## src/rtl/piso_tx.sv

```systemverilog
// Parallel-in serial-out transmitter: captures a WIDTH-bit word on a valid/ready
// handshake and shifts it out one bit per clock, flagging the final bit with last.
module piso_tx #(
  parameter int WIDTH     = 4,
  parameter int MSB_FIRST = 1
) (
  input  logic             clk,
  input  logic             rst_n,
  input  logic             load_valid,
  input  logic [WIDTH-1:0] pi,
  output logic             load_ready,
  output logic             so,
  output logic             so_valid,
  output logic             last,
  output logic             busy
);

  localparam int CW = $clog2(WIDTH);

  typedef enum logic {
    IDLE,
    SHIFT
  } state_t;

  state_t           state;
  logic [WIDTH-1:0] sreg;
  logic [WIDTH-1:0] sreg_next;
  logic [CW-1:0]    cnt;
  logic             in_shift;
  logic             at_last;
  logic             take;
  logic             out_bit;

  assign in_shift = (state == SHIFT);
  assign at_last  = in_shift && (cnt == '0);
  assign take     = load_valid && load_ready;

  generate
    if (MSB_FIRST != 0) begin : g_msb
      assign out_bit   = sreg[WIDTH-1];
      assign sreg_next = {sreg[WIDTH-2:0], 1'b0};
    end else begin : g_lsb
      assign out_bit   = sreg[0];
      assign sreg_next = {1'b0, sreg[WIDTH-1:1]};
    end
  endgenerate

  // A handshake on the last bit reloads in place, so frames chain without an idle cycle.
  always_ff @(posedge clk or negedge rst_n) begin
    if (!rst_n) begin
      state <= IDLE;
      sreg  <= '0;
      cnt   <= '0;
    end else if (take) begin
      state <= SHIFT;
      sreg  <= pi;
      cnt   <= CW'(WIDTH - 1);
    end else if (in_shift) begin
      sreg <= sreg_next;
      if (at_last) begin
        state <= IDLE;
      end else begin
        cnt <= cnt - 1'b1;
      end
    end
  end

  assign load_ready = !in_shift || at_last;
  assign so_valid   = in_shift;
  assign busy       = in_shift;
  assign last       = at_last;
  assign so         = in_shift && out_bit;

endmodule

```

## config.mk

```make
export PLATFORM = sky130hd
export DESIGN_NAME = piso_tx
export DESIGN_NICKNAME = d
export VERILOG_FILES = /design/src/rtl/piso_tx.sv
export SDC_FILE = /design/constraint.sdc
export NUM_CORES = 1
export LEC_CHECK = 0
export ABC_AREA = 1
export CAP_MARGIN = 5
export CORE_AREA = 2 2 39 41
export DETAILED_ROUTE_END_ITERATION = 7
export DIE_AREA = 0 0 41 43
export GPL_TIMING_DRIVEN = 0
export SLEW_MARGIN = 25
export SYNTH_ARGS = -nofsm -noshare
export SYNTH_HDL_FRONTEND = slang
export SYNTH_SLANG_ARGS = --single-unit
```

## constraint.sdc

```tcl
create_clock -name clk -period 1 [get_ports clk]
set_input_delay 0.2 -clock clk [delete_from_list [all_inputs] [get_ports clk]]
set_output_delay 0.2 -clock clk [all_outputs]
set_load 0.01 [all_outputs]
```

Word level (Yosys, flattened, before mapping)
Index checks and enable logic that the tools add are counted.
{ "word_totals": {"reg_bits": 7, "output_inout_bits": 5, "wordCells": 21} }
{ "op_classes": {"n_addsub": 1, "eq_ne": 1, "muxes": 8, "n_reduce_logical": 8} }
{ "op_table": {"columns": ["operator", "count"], "rows": [
  ["2-to-1 mux 4 bit", 2],
  ["2-to-1 mux 2 bit", 3],
  ["logical AND 1 bit", 3],
  ["2-to-1 mux 1 bit", 3],
  ["zero test 2 bit", 1],
  ["!= test 2 x 1 -> 1 bit (second input constant)", 1],
  ["AND reduction 2 bit", 1],
  ["nonzero test 2 bit", 1],
  ["subtractor 2 x 1 -> 2 bit (second input constant)", 1],
  ["zero test 1 bit", 1],
  ["logical OR 1 bit", 1]
]} }

Depth between registers and ports, before layout
{ "depth": {"depth_word": 6, "depth_mapped": 8} }

Least setup slack after synthesis
OpenSTA, ideal clock, no wires.
{ "synth_timing": {"path_kind": "flip-flop to flip-flop", "start": "reg cnt[0]", "end": "reg sreg[1]", "setup_ps": 121, "t_arrival_ps": 931, "t_required_ps": 879, "setup_slack_ps": -52, "stages_incl_launch_ff": 8, "period_less_slack_ps": 1052, "path_cell_list": "dfrtp_1 -> inv_2 -> ha_1 -> inv_1 -> nand2_4 -> nand2_2 -> nand2_1 -> nand3_2"} }
{ "synth_between": {"elab_chain_cells": 5, "word_cells_on_any_way": 6, "cone_classes": "1 x mux; 5 x reduce/logical"} }
{ "synth_lines": {"columns": ["item", "line_no", "source"], "rows": [
  ["start, declared", "28", "logic [CW-1:0] cnt;"],
  ["start signal, assigned", "57", "cnt <= CW'(WIDTH - 1);"],
  ["start signal, assigned", "63", "cnt <= cnt - 1'b1;"],
  ["zero test 2 bit *", "35", "assign at_last = in_shift && (cnt == '0);"],
  ["logical AND 1 bit *", "35", null],
  ["logical OR 1 bit *", "68", "assign load_ready = !in_shift || at_last;"],
  ["via load_ready", "11", "output logic load_ready,"],
  ["logical AND 1 bit *", "36", "assign take = load_valid && load_ready;"],
  ["2-to-1 mux 4 bit / nonzero test 2 bit (equally long branches)", null, null],
  ["end signal, assigned", "56", "sreg <= pi;"],
  ["end signal, assigned", "59", "sreg <= sreg_next;"],
  ["end, declared", "26", "logic [WIDTH-1:0] sreg;"]
]} }
Mark *: on every way through the listed nets, which the timed path passes. The rest lies on a longest branch.
A chain may end at the register's enable or synchronous reset.

Worst setup path in the final report
{ "layout_timing": {"start": "reg cnt[0]", "end": "out load_ready"} }
{ "layout_between": {"elab_chain_cells": 3} }
{ "layout_lines": {"columns": ["item", "line_no"], "rows": [
  ["zero test 2 bit", "35"],
  ["logical AND 1 bit", "35"],
  ["logical OR 1 bit", "68"],
  ["end, declared", "11"]
]} }
No other way between the ends.

==> impl_results.md <==
- Outcome: finished, violations left
- Violated checks: setup timing
- Global-route wire length before repair: between 1000 and 1500 um
- CP Class: reg2out
- Wire length per cell: a little under 9 um
- Cell count after synthesis: between 40 and 50
- I/O Buffers: 11
- Cell Chain, Critical Path: inv_2 > ha_4 > inv_2 > nand2_4 > buf_6
- Clock Pin Slew Worst Setup and Hold Paths: roughly 0.060 ns
- Synth Net Count: 57
- Pleak: 0.3437 nW
- Hold Buf Count CTS: 0
- CP startpoint kind: flop
- Setup slack at placement: -0.4764 ns
- CTS tree: done
- Die X: 41 um
- Number of enable flip-flop cells after synthesis: 0
- Dpl hpwl: 544.8 um
- Hold Vio Cnt, Final: 0
- Syn_area_per_cell: 7.890 sq um
- Critical path peak fanout: 2
- Crit. End Element: output pin
- Largest stage delay, worst path: around 0.37 ns
- Share of power burned in registers: ~25%
- Relative slew slack: 76.52%
- Primary FF master, synth: dfrtp_1
- Netlist cell types: 14
- DR iter-0 viols: 6
- Ys async rst share: between 90% and 100%
- Fin. max-slew vios: 0
- Number of synthesis warnings: 0
- DR pass1 iterations: 4
- Initial Util: 27.94%
- Total number of vias: 353
- Area growth from synthesis to layout: 69.26%
- Post-route ant nets: 0
- Largest net degree at the start of global routing: 9
- Placed cells: 76
- RSZ-0062 raised after global routing: yes
- Pint: 0.001139 W
- Tightest Pin Transition: 0.3511 ns
- Hold WC Path Type: in2async
- Clk_lat worst skew: 0.25 ns
- Cts bufs inserted: 3
- Die Area: 1763 sq um
- Fin cells: 86
- Most common cell in the netlist: nand2_1
- P_sw: 0.0006937 W
- Die Y: 43 um
- Combinational share of power: approximately three fifths
- Ports: 12
- Vias in the first global route: 312
- Max VDD drop: 1.087 mV
- Initial antenna violation count: 0
- Diode count: 0
- Clock skew: 0.007957 ns
- Area leader, netlist: dfrtp_1
- Commonest cells post-synth: 14 x nand2_1, 9 x inv_1, 7 x dfrtp_1
- Share of cells above drive strength 1: roughly half
- Final WS setup: -0.2348 ns
- Share of the synthesized area in the top cell type: 45.31%
- TritonCTS Sinks: 7
- Sequential-to-total area share from yosys stat: 45.31%
- Synthesized cell area: 386.6 sq um
- Max Clock Freq: 0.8098 GHz
- Gpl congestion: ~0.74
- Worst EP required: 0.80 ns
- Setup Viol. Count Final: 11
- Fin crit period: 1.235 ns
- Arr. time, crit path: 1.03 ns
- Clock share of power: 14.4%
- Htree depth: 1
- Slowest-stage cell, CP: dfrtp_1
- Vias per cell: about 4
- Root Buffer: clkbuf_4
- Cell area power density: between 2000 and 3000 nW/um^2
- Row count: 14
- Worst-case clock buffer depth: 2
- Core footprint: between 1000 and 1500 sq um
- Register bit count reported by yosys: 7
- Layout Nets: 79
- Max Cap Viol: 0
- DRC: 0
- Ranking of synthesized cells by area: dfrtp_1 45%, nand2_1 14%, inv_1 8.7%
- Crit share post-route: 123.5%
- GR Overflow Total: 0
- Switching share of total power: 37.85%
- Most used cell, CP: inv_2
- Final wirelength: 759 um
- Total global-route track usage: 11.02%
[placed cells by master (no fill, tap or decap), drive strengths merged]
cell type / count
o21ai: 1
inv: 10
clkbuf: 4
dfrtp: 7
ha: 1
buf: 12
nand3: 8
nor2: 3
clkdlybuf4s50: 6
clkinv: 1
nand2: 17
[layer usage]
metal	global-route usage, %	routed length, um	vias to the layer above
met2	17.19	387	6
met3	1.571	12	2
met5	0	0	-
met1	13.82	347	155
li1	-	-	190
met4	6.000	11	0
[power groups by stage]
stage | logic, W | clock network [W] | registers (W)
floorplan | 0.000518 | 0 | 0.000467
global placement | 0.000779 | 0 | 0.000468
detailed placement | 0.000787 | 0 | 0.000471
CTS | 0.00105 | 0.000274 | 0.000457
global route | 0.00126 | 0.000287 | 0.000474
finish | 0.00111 | 0.000264 | 0.000462
[area by class of cell]
| cell class | count | area, sq um |
|---|---|---|
| flip-flops and latches | 7 | 176.4 |
| repair buffers | 17 | 176.4 |
| clock buffers | 4 | 26.28 |
| plain buffers | 1 | 11.26 |
| well taps | 16 | 20.02 |
| inverters | 11 | 42.54 |
| multi-input cells | 30 | 201.4 |
| fillers | 143 | 729.5 |
[critical path, delay by kind of cell, from the launching register on]
family	cells	cell delay, ns
adder cells (fa/ha/maj)	1	0.14
AND/OR/NAND/NOR	1	0.06
buffers and inverters	3	0.22
flip-flops	1	0.37
[what timing repair did]
action	CTS	global route
pin swaps	2	4
resized for setup	33	7
setup buffers	6	0
endpoints found under the setup margin	10	12
[per-stage QoR]
stage / instance area (sq um) / utilization [%] / hold WS (ns) / setup TNS (ns) / total power (W)
2_1_floorplan: 399.1 / - / -0.09559 / -0.009969 / 0.0009851
3_3_place_gp: 529.3 / 38.25 / 0.4660 / -3.485 / 0.001247
3_5_place_dp: 529.3 / 38.25 / 0.4690 / -3.515 / 0.001258
4_1_cts: 629.4 / 45.48 / 0.2251 / -1.540 / 0.001777
5_1_grt: 654.4 / 47.29 / 0.2358 / -2.193 / 0.002017
6_report: 654.4 / 47.29 / 0.2122 / -1.534 / 0.001833
[worst paths after layout]
path | from | slack, ns | cells after the start | endpoint
worst max-delay path | cnt[0]$_DFFE_PN0P_ | -0.23 | 5 | load_ready
worst min-delay path | rst_n | 0.21 | 1 | sreg[3]$_DFFE_PN0P_
worst max register to register | cnt[0]$_DFFE_PN0P_ | -0.14 | 8 | sreg[1]$_DFFE_PN0P_
worst min register to register | sreg[0]$_DFFE_PN0P_ | 0.48 | 2 | sreg[0]$_DFFE_PN0P_
max in group asynchronous | rst_n | 0.51 | 1 | busy$_DFF_PN0_
min in group clk | sreg[0]$_DFFE_PN0P_ | 0.48 | 2 | sreg[0]$_DFFE_PN0P_
[cells by family after synthesis]
logic type                 count (synthesis)  synth area share [%]
buffers and inverters                     12                 12.94
AOI/OAI and AO/OA                          1                 2.266
adders and majority gates                  1                 3.236
and+or+nand+nor                           28                 36.25
DFF                                        7                 45.31
[state kept, by name, indices dropped and copies added (netlist names)]
| name | flops |
|---|---|
| sreg | 4 |
| cnt | 2 |
| busy | 1 |
Power figures use the tool's default switching activity.
